<file path="config.mk">
export PLATFORM = sky130hd
export DESIGN_NAME = mem_stage
export DESIGN_NICKNAME = d
export VERILOG_FILES = /design/src/rtl/mem_stage.sv
export SDC_FILE = /design/constraint.sdc
export NUM_CORES = 1
export LEC_CHECK = 0
export ABC_AREA = 1
export BUFFER_PORTS_ARGS = -buffer_cell sky130_fd_sc_hd__buf_2
export CORE_ASPECT_RATIO = 1.1
export CORE_MARGIN = 2
export CORE_UTILIZATION = 40
export CTS_CLUSTER_DIAMETER = 120
export DETAILED_ROUTE_END_ITERATION = 10
export GPL_ROUTABILITY_DRIVEN = 0
export HOLD_SLACK_MARGIN = 0.12
export PLACE_DENSITY = 0.76
export SLEW_MARGIN = 10
export SYNTH_ARGS = -nofsm -noshare
export SYNTH_HDL_FRONTEND = slang
export SYNTH_SLANG_ARGS = --single-unit
</file>
<file path="constraint.sdc">
create_clock -name clk -period 14.5 [get_ports clk]
set_input_delay 1.45 -clock clk [delete_from_list [all_inputs] [get_ports clk]]
set_output_delay 1.45 -clock clk [all_outputs]
set_load 0.02 [all_outputs]
</file>
<file path="src/rtl/mem_stage.sv">
// MEM pipeline stage: holds one instruction from EX, waits for the data-SRAM
// response of issued loads/stores, aligns and extends load data, and drops
// responses that belong to requests flushed by a WB exception.
module mem_stage #(
    parameter int CANCEL_W = 2
) (
    input  logic        clk,
    input  logic        reset,
    input  logic        es_to_ms_valid,
    output logic        ms_allowin,
    input  logic [31:0] es_pc,
    input  logic        es_rf_we,
    input  logic [4:0]  es_rf_waddr,
    input  logic [31:0] es_result,
    input  logic        es_res_from_mem,
    input  logic        es_mem_issued,
    input  logic [4:0]  es_ld_inst,
    input  logic        es_csr_re,
    input  logic [85:0] es_ex_zip,
    input  logic        data_sram_data_ok,
    input  logic [31:0] data_sram_rdata,
    input  logic        wb_allowin,
    input  logic        wb_ex,
    output logic        ms_to_ws_valid,
    output logic [31:0] ms_pc,
    output logic        ms_rf_we,
    output logic [4:0]  ms_rf_waddr,
    output logic [31:0] ms_final_result,
    output logic        ms_res_from_mem,
    output logic        ms_csr_re,
    output logic [85:0] ms_ex_zip,
    output logic        ms_ex
);

    // Bit positions inside the {ld_b, ld_bu, ld_h, ld_hu, ld_w} load-type vector.
    localparam int LD_B  = 4;
    localparam int LD_BU = 3;
    localparam int LD_H  = 2;
    localparam int LD_HU = 1;
    localparam int LD_W  = 0;

    logic                ms_valid_q, ms_valid_d;
    logic [31:0]         pc_q, pc_d;
    logic                rf_we_q, rf_we_d;
    logic [4:0]          rf_waddr_q, rf_waddr_d;
    logic [31:0]         result_q, result_d;
    logic                res_from_mem_q, res_from_mem_d;
    logic                mem_issued_q, mem_issued_d;
    logic [4:0]          ld_inst_q, ld_inst_d;
    logic                csr_re_q, csr_re_d;
    logic [85:0]         ex_zip_q, ex_zip_d;
    logic                buf_v_q, buf_v_d;
    logic [31:0]         buf_q, buf_d;
    logic [CANCEL_W-1:0] cancel_cnt_q, cancel_cnt_d;

    logic        cnt_zero;
    logic        resp_ok;
    logic        ms_ready_go;
    logic        capture;
    logic        cnt_inc;
    logic        cnt_dec;
    logic [31:0] rdata_src;
    logic [7:0]  byte_sel;
    logic [15:0] half_sel;
    logic [31:0] final_result;

    // Handshake: a response only counts for this instruction once all orphans are drained.
    always_comb begin
        cnt_zero       = (cancel_cnt_q == '0);
        resp_ok        = data_sram_data_ok & cnt_zero;
        ms_ready_go    = ~mem_issued_q | buf_v_q | resp_ok;
        ms_allowin     = ~ms_valid_q | (ms_ready_go & wb_allowin);
        ms_to_ws_valid = ms_valid_q & ms_ready_go & ~wb_ex;
        capture        = resp_ok & ms_valid_q & mem_issued_q & ~buf_v_q & ~wb_allowin;
        cnt_inc        = wb_ex & ms_valid_q & mem_issued_q & ~buf_v_q & ~data_sram_data_ok;
        cnt_dec        = data_sram_data_ok & ~cnt_zero;
    end

    // Next-state for the pipeline registers, response buffer and orphan counter.
    always_comb begin
        ms_valid_d     = ms_valid_q;
        pc_d           = pc_q;
        rf_we_d        = rf_we_q;
        rf_waddr_d     = rf_waddr_q;
        result_d       = result_q;
        res_from_mem_d = res_from_mem_q;
        mem_issued_d   = mem_issued_q;
        ld_inst_d      = ld_inst_q;
        csr_re_d       = csr_re_q;
        ex_zip_d       = ex_zip_q;
        buf_v_d        = buf_v_q;
        buf_d          = buf_q;
        cancel_cnt_d   = cancel_cnt_q;

        if (wb_ex) begin
            ms_valid_d = 1'b0;
        end else if (ms_allowin) begin
            ms_valid_d = es_to_ms_valid;
        end

        // capture needs ~ms_allowin, so it can never coincide with a transfer in
        if (es_to_ms_valid && ms_allowin) begin
            pc_d           = es_pc;
            rf_we_d        = es_rf_we;
            rf_waddr_d     = es_rf_waddr;
            result_d       = es_result;
            res_from_mem_d = es_res_from_mem;
            mem_issued_d   = es_mem_issued;
            ld_inst_d      = es_ld_inst;
            csr_re_d       = es_csr_re;
            ex_zip_d       = es_ex_zip;
            buf_v_d        = 1'b0;
        end else if (capture) begin
            buf_v_d = 1'b1;
            buf_d   = data_sram_rdata;
        end

        if (cnt_inc && !cnt_dec && (cancel_cnt_q != '1)) begin
            cancel_cnt_d = cancel_cnt_q + 1'b1;
        end else if (cnt_dec && !cnt_inc) begin
            cancel_cnt_d = cancel_cnt_q - 1'b1;
        end
    end

    // State registers with asynchronous clear.
    always_ff @(posedge clk or posedge reset) begin
        if (reset) begin
            ms_valid_q     <= 1'b0;
            pc_q           <= '0;
            rf_we_q        <= 1'b0;
            rf_waddr_q     <= '0;
            result_q       <= '0;
            res_from_mem_q <= 1'b0;
            mem_issued_q   <= 1'b0;
            ld_inst_q      <= '0;
            csr_re_q       <= 1'b0;
            ex_zip_q       <= '0;
            buf_v_q        <= 1'b0;
            buf_q          <= '0;
            cancel_cnt_q   <= '0;
        end else begin
            ms_valid_q     <= ms_valid_d;
            pc_q           <= pc_d;
            rf_we_q        <= rf_we_d;
            rf_waddr_q     <= rf_waddr_d;
            result_q       <= result_d;
            res_from_mem_q <= res_from_mem_d;
            mem_issued_q   <= mem_issued_d;
            ld_inst_q      <= ld_inst_d;
            csr_re_q       <= csr_re_d;
            ex_zip_q       <= ex_zip_d;
            buf_v_q        <= buf_v_d;
            buf_q          <= buf_d;
            cancel_cnt_q   <= cancel_cnt_d;
        end
    end

    // Load alignment and sign/zero extension; non-loads pass the EX result through.
    always_comb begin
        rdata_src = buf_v_q ? buf_q : data_sram_rdata;
        case (result_q[1:0])
            2'd0:    byte_sel = rdata_src[7:0];
            2'd1:    byte_sel = rdata_src[15:8];
            2'd2:    byte_sel = rdata_src[23:16];
            default: byte_sel = rdata_src[31:24];
        endcase
        half_sel     = result_q[1] ? rdata_src[31:16] : rdata_src[15:0];
        final_result = result_q;
        if (res_from_mem_q) begin
            if (ld_inst_q[LD_B]) begin
                final_result = {{24{byte_sel[7]}}, byte_sel};
            end else if (ld_inst_q[LD_BU]) begin
                final_result = {24'h0, byte_sel};
            end else if (ld_inst_q[LD_H]) begin
                final_result = {{16{half_sel[15]}}, half_sel};
            end else if (ld_inst_q[LD_HU]) begin
                final_result = {16'h0, half_sel};
            end else if (ld_inst_q[LD_W]) begin
                final_result = rdata_src;
            end
        end
    end

    assign ms_pc           = pc_q;
    assign ms_rf_we        = ms_valid_q & rf_we_q;
    assign ms_rf_waddr     = rf_waddr_q;
    assign ms_final_result = final_result;
    assign ms_res_from_mem = ms_valid_q & res_from_mem_q & ~ms_ready_go;
    assign ms_csr_re       = csr_re_q;
    assign ms_ex_zip       = ex_zip_q;
    assign ms_ex           = ms_valid_q & (|ex_zip_q[6:0]);

endmodule
</file>
# Yosys cells after proc, flatten, opt, wreduce, memory -nomap -nowiden
# Cells that the tools add are included.
# W data, S select, Z words.
dict set report totals {
  register_bits 200
}
dict set report op_classes {
  n_mux 15
  reduce_logical 13
  add_sub_neg 2
  n_eq_ne 3
  bitwise 29
}
# cell n
set op_table {}
lappend op_table {{$mux W32} 7}
lappend op_table {{$pmux W8 S3} 1}
lappend op_table {{$and A1 B1 Y1} 17}
lappend op_table {{$mux W16} 1}
lappend op_table {{$not A1 Y1} 9}
lappend op_table {{$reduce_or A7 Y1} 1}
lappend op_table {{$reduce_bool A2 Y1} 3}
lappend op_table {{$logic_and A1 B1 Y1} 4}
lappend op_table {{$logic_not A2 Y1} 2}
lappend op_table {{$mux W1} 4}
lappend op_table {{$mux W2} 2}
lappend op_table {{$or A1 B1 Y1} 3}
lappend op_table {{$add A2 B1 Y2 const B} 1}
lappend op_table {{$eq A2 B1 Y1 const B} 1}
lappend op_table {{$eq A2 B2 Y1 const B} 1}
lappend op_table {{$logic_not A1 Y1} 2}
lappend op_table {{$ne A2 B2 Y1 const B} 1}
lappend op_table {{$reduce_and A2 Y1} 1}
lappend op_table {{$sub A2 B1 Y2 const B} 1}

# Longest topological paths before layout
# Gate-level depths: netlist of the first run.
dict set report depth {
  ltp_word 8
  ltp_mapped 13
}

# Worst setup path after synthesis of the first run
# Ideal clock, no wire load.
dict set report synth_path {
  path_kind {input to output}
  from {in data_sram_rdata[7]}
  to {out ms_final_result[15]}
  setup_slack_ns 10.789
  arrival_ns 2.261
  stages 11
  path_cell_list {nand2_1 -> nand2_1 -> nand2_1 -> nand2_1 -> nand2_1 -> nand2_1 -> nand2_2 -> buf_4 -> nand2_1 -> nand2_1 -> nand2_1}
}
dict set report synth_between {
  elab_chain_len 4
}
# item line
set synth_lines {}
lappend synth_lines {{start: declaration} 21} ;# input logic [31:0] data_sram_rdata,
lappend synth_lines {{$mux W32} 160} ;# rdata_src = buf_v_q ? buf_q : data_sram_rdata;
lappend synth_lines {{$pmux W8 S3} 161} ;# case (result_q[1:0])
lappend synth_lines {{$mux W32} 170} ;# if (ld_inst_q[LD_B]) begin
lappend synth_lines {{$mux W32} 169} ;# if (res_from_mem_q) begin
lappend synth_lines {{end: declaration} 28} ;# output logic [31:0] ms_final_result,
# Every way passes these cells.

# Final worst setup path of the first run
dict set report layout_path {
  from {in data_sram_rdata[15]}
  to {out ms_final_result[19]}
}
dict set report layout_between {
  elab_chain_len 6
  word_cells_on_any_way 7
}
# item line
set layout_lines {}
lappend layout_lines {{$mux W32 (*)} 160}
lappend layout_lines {{$mux W16} 167} ;# half_sel = result_q[1] ? rdata_src[31:16] : rdata_src[15:0];
lappend layout_lines {{$mux W32} 174} ;# end else if (ld_inst_q[LD_H]) begin
lappend layout_lines {{$mux W32} 172} ;# end else if (ld_inst_q[LD_BU]) begin
lappend layout_lines {{$mux W32 (*)} 170}
lappend layout_lines {{$mux W32 (*)} 169}
# Mark *: on every way between the ends. The rest lies on a longest branch, timed or not.

==> results of run 1 <==
[Yosys cell counts, types with 2 or more instances]
library cell / count
buf_2: 31
o21ai_2: 9
nand4_1: 2
nor2_1: 46
inv_2: 4
clkbuf_1: 12
buf_8: 2
inv_1: 25
buf_6: 20
o21ai_0: 24
dfrtp_1: 200
nand2_2: 10
nand3_1: 62
and2_1: 3
buf_1: 2
a21oi_1: 25
buf_4: 6
nor2_2: 2
nor3_1: 5
or2_0: 3
nand2_1: 814
nand3_2: 2
o21ai_1: 5
[report_power, final]
part | leakage [nW] | internal (mW) | switching [mW]
clock | 0.302 | 0.239 | 0.255
sequential | 2.46 | 0.651 | 0.0651
combinational | 4.34 | 0.151 | 0.311
total | 7.11 | 1.04 | 0.631
[path summary, 6_finish.rpt]
path                                        to  slack [ps]  depth (start not counted)
max in group asynchronous        ms_ex_zip[28]       11690                          3
setup reg to reg                     ms_pc[18]       10910                          9
hold reg to reg                      ms_pc[11]         480                          2
setup / recovery           ms_final_result[19]       10270                         10
hold / removal                       ms_pc[11]         480                          2
min in group asynchronous        ms_ex_zip[20]        1180                          2
[critical path, stage by stage]
cell and delay (ps):
buf_2 110, nand2_1 80, nand3_1 110, nand3_1 130
nand2_1 70, nand2_2 390, nand2_1 110, nand2_1 90
nand2_1 60, buf_2 160
[final cells by class]
class | instances | area, um2
fill | 2336 | 11700
sequential | 200 | 5000
multi-input combinational | 1017 | 4100
timing repair buffer | 368 | 1860
clock buffer | 17 | 425
tap | 305 | 382
clock inverter | 15 | 198
inverter | 31 | 131
antenna | 5 | 12.5
[flip-flops by register name (all words and copies together) (netlist names), 2 cells and up]
name,count
buf_q,32
ms_ex_zip,86
result_q,32
cancel_cnt_q,2
ms_pc,32
ms_rf_waddr,5
ld_inst_q,5
[metrics by stage]
step                total power, mW  utilization  instances  hold slack (ps)  instance area (um2)
floorplan                      1.03            -       1321              442                 9730
global placement               1.18        0.483       1921              453                11500
detailed placement             1.19        0.483       1921              460                11500
CTS                            1.68        0.509       1953              479                12100
global route                   1.77        0.509       1957              494                12100
finish                         1.67        0.510       1958              479                12100
[cell usage in the layout, fill, tap and decap left out, types with 9 or more instances in the layout]
master,count
nand2_1,814
a21oi_1,25
buf_2,362
clkbuf_16,17
inv_1,24
nor2_1,45
o21ai_2,9
o21ai_0,24
dfrtp_1,200
nand3_1,62
nand2_2,9
[routing by layer]
metal / wire, um / track usage / vias to the layer above
met1: 12200 / 0.297 / 4366
li1: - / - / 4675
met5: 57 / 0 / -
met4: 1120 / 0.101 / 8
met2: 14500 / 0.378 / 469
met3: 2540 / 0.0603 / 75
[logic make-up after synthesis]
logic type,synth area share
and+or+nand+nor,0.384
buffers and inverters,0.0645
AOI/OAI and AO/OA,0.0365
DFF,0.515
==> results summary, run 1 <==
The via density per instance is 4.90. The startpoint identified for the worst register-to-register timing path is buf_v_q. Among all flip-flop cells after synthesis, the most frequent one is dfrtp_1.

The shortest clock period the worst path allows after layout came out at 4230 ps. The total nets after synthesis is 1523. The global-route wire length before repair came out at 48.1 mm. The worst slack at placement came out at 10240 ps.

The average size of a mapped cell came out at 7.36 um2. The number of buffers created by CTS came out at 17. The global-route usage over all layers is 0.233. The worst pin sits at a relative slew slack of 0.238. The clock latency on the worst-skew pair came out at 430 ps. The total grt overflow came out at 0.

The initial core utilization is 0.409. In this run the static leakage power is 7.11 nW. The routed length per instance is 15.5 um. The run finished with clean final reports. IR analysis of the VDD net gives a maximum drop of 93.2 uV. The worst clock skew is 20.7 ps.

The initial antenna violation count is 10. The worst setup path is captured at an output port. The share of final-layout standard cells stronger than drive strength 1 came out at 0.262.

The clock tree from TritonCTS is yes. The post-cts hold buffer count came out at 0. Power spread over the standard cell area amounts to 138 nW/um2. The worst-case setup margin in the final layout is 10270 ps. The share of the cycle needed by the critical path after routing came out at 0.292. In this run the worst setup path begins at data_sram_rdata[15].

The sequential area share after synthesis is 0.515. The count of yosys warnings during synthesis came out at 0. The share of synthesized flip-flops with an asynchronous set or reset came out at 1.00. The start-to-end type of the worst setup path is in2out. The share of the synthesized area in the top cell type came out at 0.515. Setup repair after global routing left no endpoint under its margin. The number of failing setup endpoints in the final timing report is 0. Max-cap violations in this run came to 0. The buffer depth of the longest clock path is 2.

Row generation in the floorplan step produced 59 rows. In this run the post-CTS setup repair buffer count came out at 0. The vertical extent of the die came out at 168 um. The endpoint required time on the critical path came out at 13050 ps. The detailed-route DRC error count came out at 0. Along the worst path, the maximum fanout reaches 24. By area the synthesized netlist is led by dfrtp_1 51%, nand2_1 31%, nand3_1 3.2%.

The floorplan step defined a die boundary enclosing 25600 um2. The worst hold path begins at ms_pc[11]. The wire length reported by the detailed router came out at 30.4 mm. The vias after detailed routing came out at 9593.

The die width came out at 153 um. The antenna violation net count after detailed routing came out at 0. The measured slew at the worst slew-check pin came out at 1140 ps. The maximum frequency from static timing analysis is 237 MHz. The clock transition at the registers of the reported paths came out at 90 ps.

The detailed placement HPWL is 21.8 mm. The largest net degree at the start of global routing came out at 130. STA classifies the critical path startpoint as a primary input. The core area is 23800 um2. The number of max-slew violations in the final report is 0.

The gate count after technology mapping is 1321. The number of nets in the layout is 1837. The synthesized design contains 200 register bits. The sum of negative setup slack is 0 ps.

The master cell of the clock root buffer is clkbuf_16. The number of global-route vias before repair was 9333. The critical path data arrival time came out at 2780 ps. The tightest min-delay check is of the reg2reg type. The number of gates resized after CTS came out at 0. The count of flip-flops with a built-in enable after synthesis came out at 0. The violation count after the first detailed-routing iteration is 817. The top-level I/O count is 363. The final hold violation count came out at 0. The synthesized design spends more area on one cell type than any other, namely dfrtp_1. The first-pass iteration count of the detailed router came out at 5.

Relative to the synthesized area, the layout overhead comes to 24.5%. The number of buffers inserted by port buffering is 362. The maximum level of the CTS H-tree came out at 4.

Clock tree synthesis found a total of 200 sinks. The synthesized netlist occupies a cell area of 9730 um2. The number of different library cells used by synthesis comes to 30.
Note: power is estimated with default switching activity, not from simulation.
==> run 2: changes to the inputs <==
- ABC_AREA: 1 -> 0
- PLACE_DENSITY: 0.76 -> 0.77
- clock period: 14.5 -> 4.2 ns (I/O delays scaled with it)
==> run 2 against run 1 <==
  * Core utilization is 1.8 points higher
  * Final area is 3.7% lower
  * Count of clock-buffer cells in the layout is the same
  * Critical endpoint is now ms_final_result[11]
  * Sequential cell count unchanged
  * Sequential share of layout area is 1.6 points higher
  * Largest power group unchanged
==> results summary, run 2 <==
The run finished with clean final reports. The die area is 23700 um2 (-7.2%). The placed cell area came to 11000 um2 (-4.3%). The share of final-layout standard cells stronger than drive strength 1 came out at 0.482 (+0.220). The final hold violation count came out at 0 (unchanged). The total power draw was 5.99 mW (+260%). The number of unique standard cell types used by synthesis came to 51 (+70%).

The count of yosys warnings during synthesis came out at 0 (unchanged). The top-level I/O count came out at 363 (unchanged). The total setup buffers inserted after CTS came out at 0 (unchanged). The number of gates resized after CTS is 0 (unchanged).

The number of buffers created by CTS came to 17 (unchanged). The maximum frequency from static timing analysis came out at 297 MHz. The detailed placement HPWL is 17.9 mm (-18%). By startpoint and endpoint, the worst setup path is classified as reg2out. The static power due to leakage came out at 5.46 nW (-23%).

The vertical extent of the die is 161 um (-3.7%). The worst-case register-to-register setup slack was 1280 ps (-9630 ps). Of the available clock period, the critical path in the final layout requires 0.803. The routed length per instance came out at 18.6 um (+20%).

The number of cells traversed by the worst register-to-register path came out at 6 (-3). The number of nets in the layout is 1180 (-36%). The shortest clock period the worst path allows after layout came out at 3370 ps. The number of global-route vias before repair was 7225 (-23%).

The clock transition at the registers of the reported paths came to 80 ps (about the same). The maximum VDD drop was 275 uV (+190%). The count of flip-flops with a built-in enable after synthesis came out at 0 (unchanged). The top cell types in the final layout, fill and taps aside, are 362 x buf_2, 199 x dfrtp_1, 149 x mux2_1. The sum of negative setup slack is 0 ps (unchanged). The endpoint required time on the critical path is 3780 ps (-9270 ps).

Setup repair after global routing left no endpoint under its margin. Sorting the synthesized cells by how often they occur yields 200 x dfrtp_1, 149 x mux2_1, 49 x mux2_2. The total grt overflow came out at 0 (unchanged).

The sequential area share after synthesis came out at 0.556 (+0.0410). The leading area contributor after synthesis is dfrtp_1. In this run the worst hold path is classified as in2async. The via density per instance came out at 5.12 (+4.4%). The detailed-route DRC error count is 0 (unchanged). The maximum level of the CTS H-tree came out at 4 (unchanged).

The measured slew at the worst slew-check pin came to 967 ps (-177 ps). The gate count after technology mapping came to 626 (-53%). The violation count after the first detailed-routing iteration is 283 (-65%).

TritonCTS built the clock tree. The share of the synthesized area in the top cell type came out at 0.556 (+0.0410). The vias after detailed routing came out at 6616 (-31%).

The cell row count is 57 (-3.4%). The number of flip-flops in the largest register came out at 86 (unchanged). The worst clock skew came out at 15.0 ps (-5.71 ps).

The worst slew margin relative to its limit came to 0.354 (+0.116). The number of failing setup endpoints in the final timing report is 0 (unchanged). By area the synthesized netlist is led by dfrtp_1 56%, mux2_1 19%, mux2_2 6.1%.

The antenna violation net count after detailed routing is 0 (unchanged). The first-pass iteration count of the detailed router was 4 (-1). The synthesized area is 9010 um2 (-7.4%). The total nets after synthesis is 828 (-46%). The die width is 147 um (-3.7%). The number of register bits inferred by synthesis was 200 (unchanged). The share of synthesized flip-flops with an asynchronous set or reset came out at 1.00 (unchanged). The post-cts hold buffer count is 0 (unchanged). The library cell used most frequently in the layout, excluding fill and tap cells, is buf_2. The sort of element at the end of the critical path is an output port.

The slowest stage of the critical path belongs to the cell or4_1. For this run, the leading register cell type out of synthesis is dfrtp_1. The total number of clock tree sinks is 200 (unchanged).

The initial antenna violation count is 9 (-1). The synthesis-to-finish area growth is 29.4%. The utilization of the core after routing is 0.527 (+0.0179). The critical path data arrival time is 2950 ps (+170 ps). The core area is 22100 um2 (-7.0%). The total of max-cap violations is 0 (unchanged). The power density over cell area was 514 nW/um2 (+270%). The largest net degree at the start of global routing is 126 (-3.1%). The number of buffers inserted by port buffering came out at 362 (unchanged). The global-route wire length before repair is 37.7 mm (-22%). The buffer depth of the longest clock path came out at 2 (unchanged). The most frequently used cell type in the post-synthesis netlist is dfrtp_1. The cell sitting at the root of the clock tree is a clkbuf_16.

The worst-path maximum fanout came out at 14 (-42%). The clock latency on the worst-skew pair came to 430 ps (about the same). The wire length reported by the detailed router came out at 24.0 mm (-21%). The delay of the slowest cell on the worst path came out at 630 ps (+240 ps). The number of max-slew violations in the final report was 0 (unchanged). The design area came out at 11700 um2 (-3.7%).

Traced cell by cell, the critical path runs through or4_1, o21ai_2, buf_4, a22oi_1, o211ai_1, buf_2. The global-route usage over all layers came out at 0.204 (-0.0297). The initial core utilization came out at 0.407 (-0.00168). The launching element type of the critical path is a register. The average size of a mapped cell came out at 14.4 um2 (+95%).
[run 2: cell count changes after synthesis, moves of 9 or more]
cell      previous run  this run
mux2_2               0        49
mux4_2               0         9
o21ai_0             24         9
o211ai_1             0        11
a21oi_1             25        13
buf_2               31         7
nand2_1            814        29
inv_1               25         7
nand2_2             10         0
nand3_1             62         7
nor2_1              46        11
mux2i_1              0        28
mux2_1               0       149
[run 2: logic make-up (layout without fill, tap and decap cells)]
kind of cell / count (synthesis) / count (layout) / share of synthesized area
AOI/OAI and AO/OA: 75 / 75 / 0.0649
buffers and inverters: 44 / 409 / 0.0364
DFF: 200 / 200 / 0.556
muxes: 238 / 238 / 0.306
other: 0 / 7 / 0
and+or+nand+nor: 69 / 69 / 0.0371
[run 2: layer usage]
layer,part of all wire,track usage
met1,0.38,0.239
met2,0.51,0.344
met3,0.081,0.0658
met4,0.031,0.0883
met5,0.0012,0
[run 2: area by class of cell]
| class | instances | area, um2 |
|---|---|---|
| fill | 1962 | 10400 |
| sequential | 200 | 5010 |
| multi-input combinational | 382 | 3680 |
| timing repair buffer | 370 | 1900 |
| clock buffer | 17 | 425 |
| tap | 295 | 369 |
| clock inverter | 15 | 239 |
| inverter | 7 | 30.0 |
| antenna | 7 | 17.5 |
[run 2: worst max-delay path: cells and delay by family, from the launching register on]
family	cells	cell delay, ps
buffers and inverters	2	540
and+or+nand+nor	1	630
AOI/OAI and AO/OA	3	870
DFF	1	470
[run 2: path summary, 6_finish.rpt]
path | start | end
setup / recovery | ld_inst_q[1] | ms_final_result[11]
hold / removal | reset | ms_ex_zip[62]
setup reg to reg | buf_v_q | ms_ex_zip[68]
hold reg to reg | ms_ex_zip[75] | ms_ex_zip[75]
max in group asynchronous | reset | ms_ex_zip[3]
min in group clk | es_ex_zip[19] | ms_ex_zip[19]
[run 2: report_power, final]
group          switching, mW  internal (mW)  leakage, nW
combinational          0.944          0.692         2.78
clock                  0.862          0.943        0.322
sequential             0.247           2.30         2.36
total                   2.05           3.94         5.46
[run 2: per-stage QoR]
step	worst slack [ps]	cells	hold WS, ps
after floorplan	1190	626	450
after global placement	1280	1254	461
after detailed placement	1280	1254	469
after CTS	827	1286	170
after global routing	642	1291	168
final	828	1293	108
==> run 3: changes to the inputs <==
- ABC_AREA: 0 -> 1
- PLACE_DENSITY: 0.77 -> 0.79
- clock period: 4.2 -> 3 ns (I/O delays scaled with it)
==> run 3 against run 2 <==
  * Worst setup slack lost 620 ps
  * Core utilization grew 6.7 points
  * Highest routed layer is now met4
  * Wire length grew 48%
==> results summary, run 3 (same netlist as run 1, synthesis figures left out) <==
The clock transition at the registers of the reported paths came out at 80 ps (about the same). The clock tree from TritonCTS is yes. The number of flip-flops in the largest register came out at 86 (unchanged).

The tightest min-delay check is of the in2reg type. STA classifies the critical path endpoint as an output port. The antenna violation net count after detailed routing is 0 (unchanged). The worst slew margin relative to its limit was 0.486 (+0.132). The top-level I/O count is 363 (unchanged). The share of the cycle needed by the critical path after routing came out at 0.930. The sum of negative setup slack was 0 ps (unchanged). The largest net degree at the start of global routing is 157 (+25%). Setup repair after global routing left no endpoint under its margin. The share of final-layout standard cells stronger than drive strength 1 is 0.238 (-0.245). The via density per instance came out at 5.06 (-1.2%). Leaving out fill and tap cells, the most frequent cells in the layout are 814 x nand2_1, 362 x buf_2, 199 x dfrtp_1. The endpoint required time on the critical path came to 2700 ps (-1080 ps). The power density over cell area is 595 nW/um2 (+16%).

The maximum frequency from static timing analysis is 358 MHz. The wire length reported by the detailed router was 35.7 mm (+48%). The vertical extent of the die came out at 168 um (+3.8%). The maximum level of the CTS H-tree is 4 (unchanged). The worst-path maximum fanout came out at 25 (+11).

The static power due to leakage is 7.95 nW (+46%). The clock latency on the worst-skew pair is 440 ps (about the same). The maximum VDD drop came out at 357 uV (+30%). The detailed placement HPWL is 22.9 mm (+28%). The number of global-route vias before repair came out at 11054 (+53%). In this run the clock root is driven by a clkbuf_16. The die width is 153 um (+3.8%). The total number of clock tree sinks is 200 (unchanged). The design area came out at 14100 um2 (+21%). The initial core utilization is 0.409 (+0.00168). The number of max-slew violations in the final report is 0 (unchanged). The die area was 25600 um2 (+7.7%).

The number of buffers created by CTS is 17 (unchanged). The worst setup path is launched from a register. The global-route wire length before repair is 57.2 mm (+52%). The total setup buffers inserted after CTS was 0 (unchanged). The vias after detailed routing is 10892 (+65%). The cell row count came to 59 (+3.5%). The number of buffers inserted by port buffering came to 362 (unchanged).

The worst clock skew came out at 22.8 ps (+7.81 ps). The total grt overflow is 0 (unchanged). The final hold violation count came out at 0 (unchanged). The total of max-cap violations came out at 0 (unchanged). The measured slew at the worst slew-check pin is 771 ps (-196 ps).

The core area came to 23800 um2 (+7.5%). The global-route usage over all layers is 0.278 (+0.0740). Leaving out fill and tap cells, the most frequent cell in the layout is nand2_1.

The placed cell area came out at 11600 um2 (+5.6%). The buffer depth of the longest clock path came out at 2 (unchanged). The synthesis-to-finish area growth came out at 45.2%.

The routed length per instance is 16.6 um (-11%). The critical path data arrival time is 2490 ps (-460 ps). The first-pass iteration count of the detailed router was 5 (+1).

The initial antenna violation count was 3 (-6). The shortest clock period the worst path allows after layout came out at 2790 ps. The violation count after the first detailed-routing iteration came to 863 (+200%). The number of nets in the layout is 2035 (+72%). The start-to-end type of the worst setup path is reg2out. The detailed-route DRC error count came to 0 (unchanged).

The number of failing setup endpoints in the final timing report was 0 (unchanged). The worst hold slack across all endpoints is 139 ps (+30.5 ps). The flow ran to the end, and the final reports show no timing, DRC or antenna violations.
## run 3: cell count changes in the layout (fill, tap and decap cells not counted), moves of 15 or more
| cell | before | now |
|---|---|---|
| nand2_1 | 29 | 814 |
| dlygate4sd3_1 | 0 | 190 |
| mux2_1 | 149 | 0 |
| nand3_1 | 7 | 62 |
| mux2_2 | 49 | 0 |
| nor2_1 | 11 | 46 |
| mux2i_1 | 28 | 0 |
| inv_1 | 6 | 24 |
| o21ai_0 | 9 | 24 |
## run 3: area by class of cell
class / count / area (um2)
Antenna cell: 3 / 7.51
Clock buffer: 18 / 429
Clock inverter: 14 / 188
Fill cell: 2015 / 9650
Inverter: 31 / 130
Multi-Input combinational cell: 1017 / 4100
Sequential cell: 200 / 5010
Tap cell: 305 / 382
Timing Repair Buffer: 566 / 3880
## run 3: what timing repair did
action | CTS | global route
endpoints found under the setup margin | 0 | 24
hold endpoints to repair | 205 | 0
hold buffers | 190 | 0
resized for setup | 0 | 2
## run 3: where the power goes
| group | internal, mW | switching, mW |
|---|---|---|
| Sequential | 3.15 | 0.323 |
| Clock | 1.15 | 1.24 |
| Combinational | 0.917 | 1.62 |
| Total | 5.22 | 3.18 |
## run 3: layer usage
metal | part of all wire | vias up | GRT usage | wire (um)
met3 | 0.091 | 169 | 0.0657 | 3260
met5 | 0 | - | 0 | 0
met4 | 0.061 | 0 | 0.162 | 2170
li1 | - | 5077 | - | -
met1 | 0.37 | 4978 | 0.334 | 13300
met2 | 0.47 | 668 | 0.457 | 16900
## run 3: worst max-delay path, cell delays in order (launching register included)
cell     delay, ps
dfrtp_2        530
buf_4          330
nand2_1        110
nand3_1         90
nand2_1         50
nand2_1         70
nand2_1         60
nand2_2        390
nand2_1        110
nand2_1        100
nand2_1         60
buf_2          160
## run 3: worst paths after layout
| kind | start | end | slack, ps | cells after the start |
|---|---|---|---|---|
| worst max-delay path | buf_v_q | ms_final_result[27] | 210 | 11 |
| worst min-delay path | es_rf_we | rf_we_q | 140 | 3 |
| worst max register to register | buf_v_q | ms_pc[10] | 730 | 8 |
| worst min register to register | buf_q[30] | buf_q[30] | 480 | 2 |
| max in group asynchronous | reset | buf_v_q | 1600 | 4 |
| min in group asynchronous | reset | ms_pc[12] | 420 | 3 |
## run 3: stage by stage
| step | instances | setup slack (ps) | power (mW) | utilization |
|---|---|---|---|---|
| final | 2154 | 210 | 8.40 | 0.594 |
| after CTS | 2151 | 96.6 | 8.37 | 0.594 |
| after detailed placement | 1929 | 611 | 5.77 | 0.488 |
| after global routing | 2154 | 6.05 | 8.86 | 0.594 |
| after floorplan | 1321 | 112 | 4.97 | - |
| after global placement | 1929 | 686 | 5.72 | 0.488 |
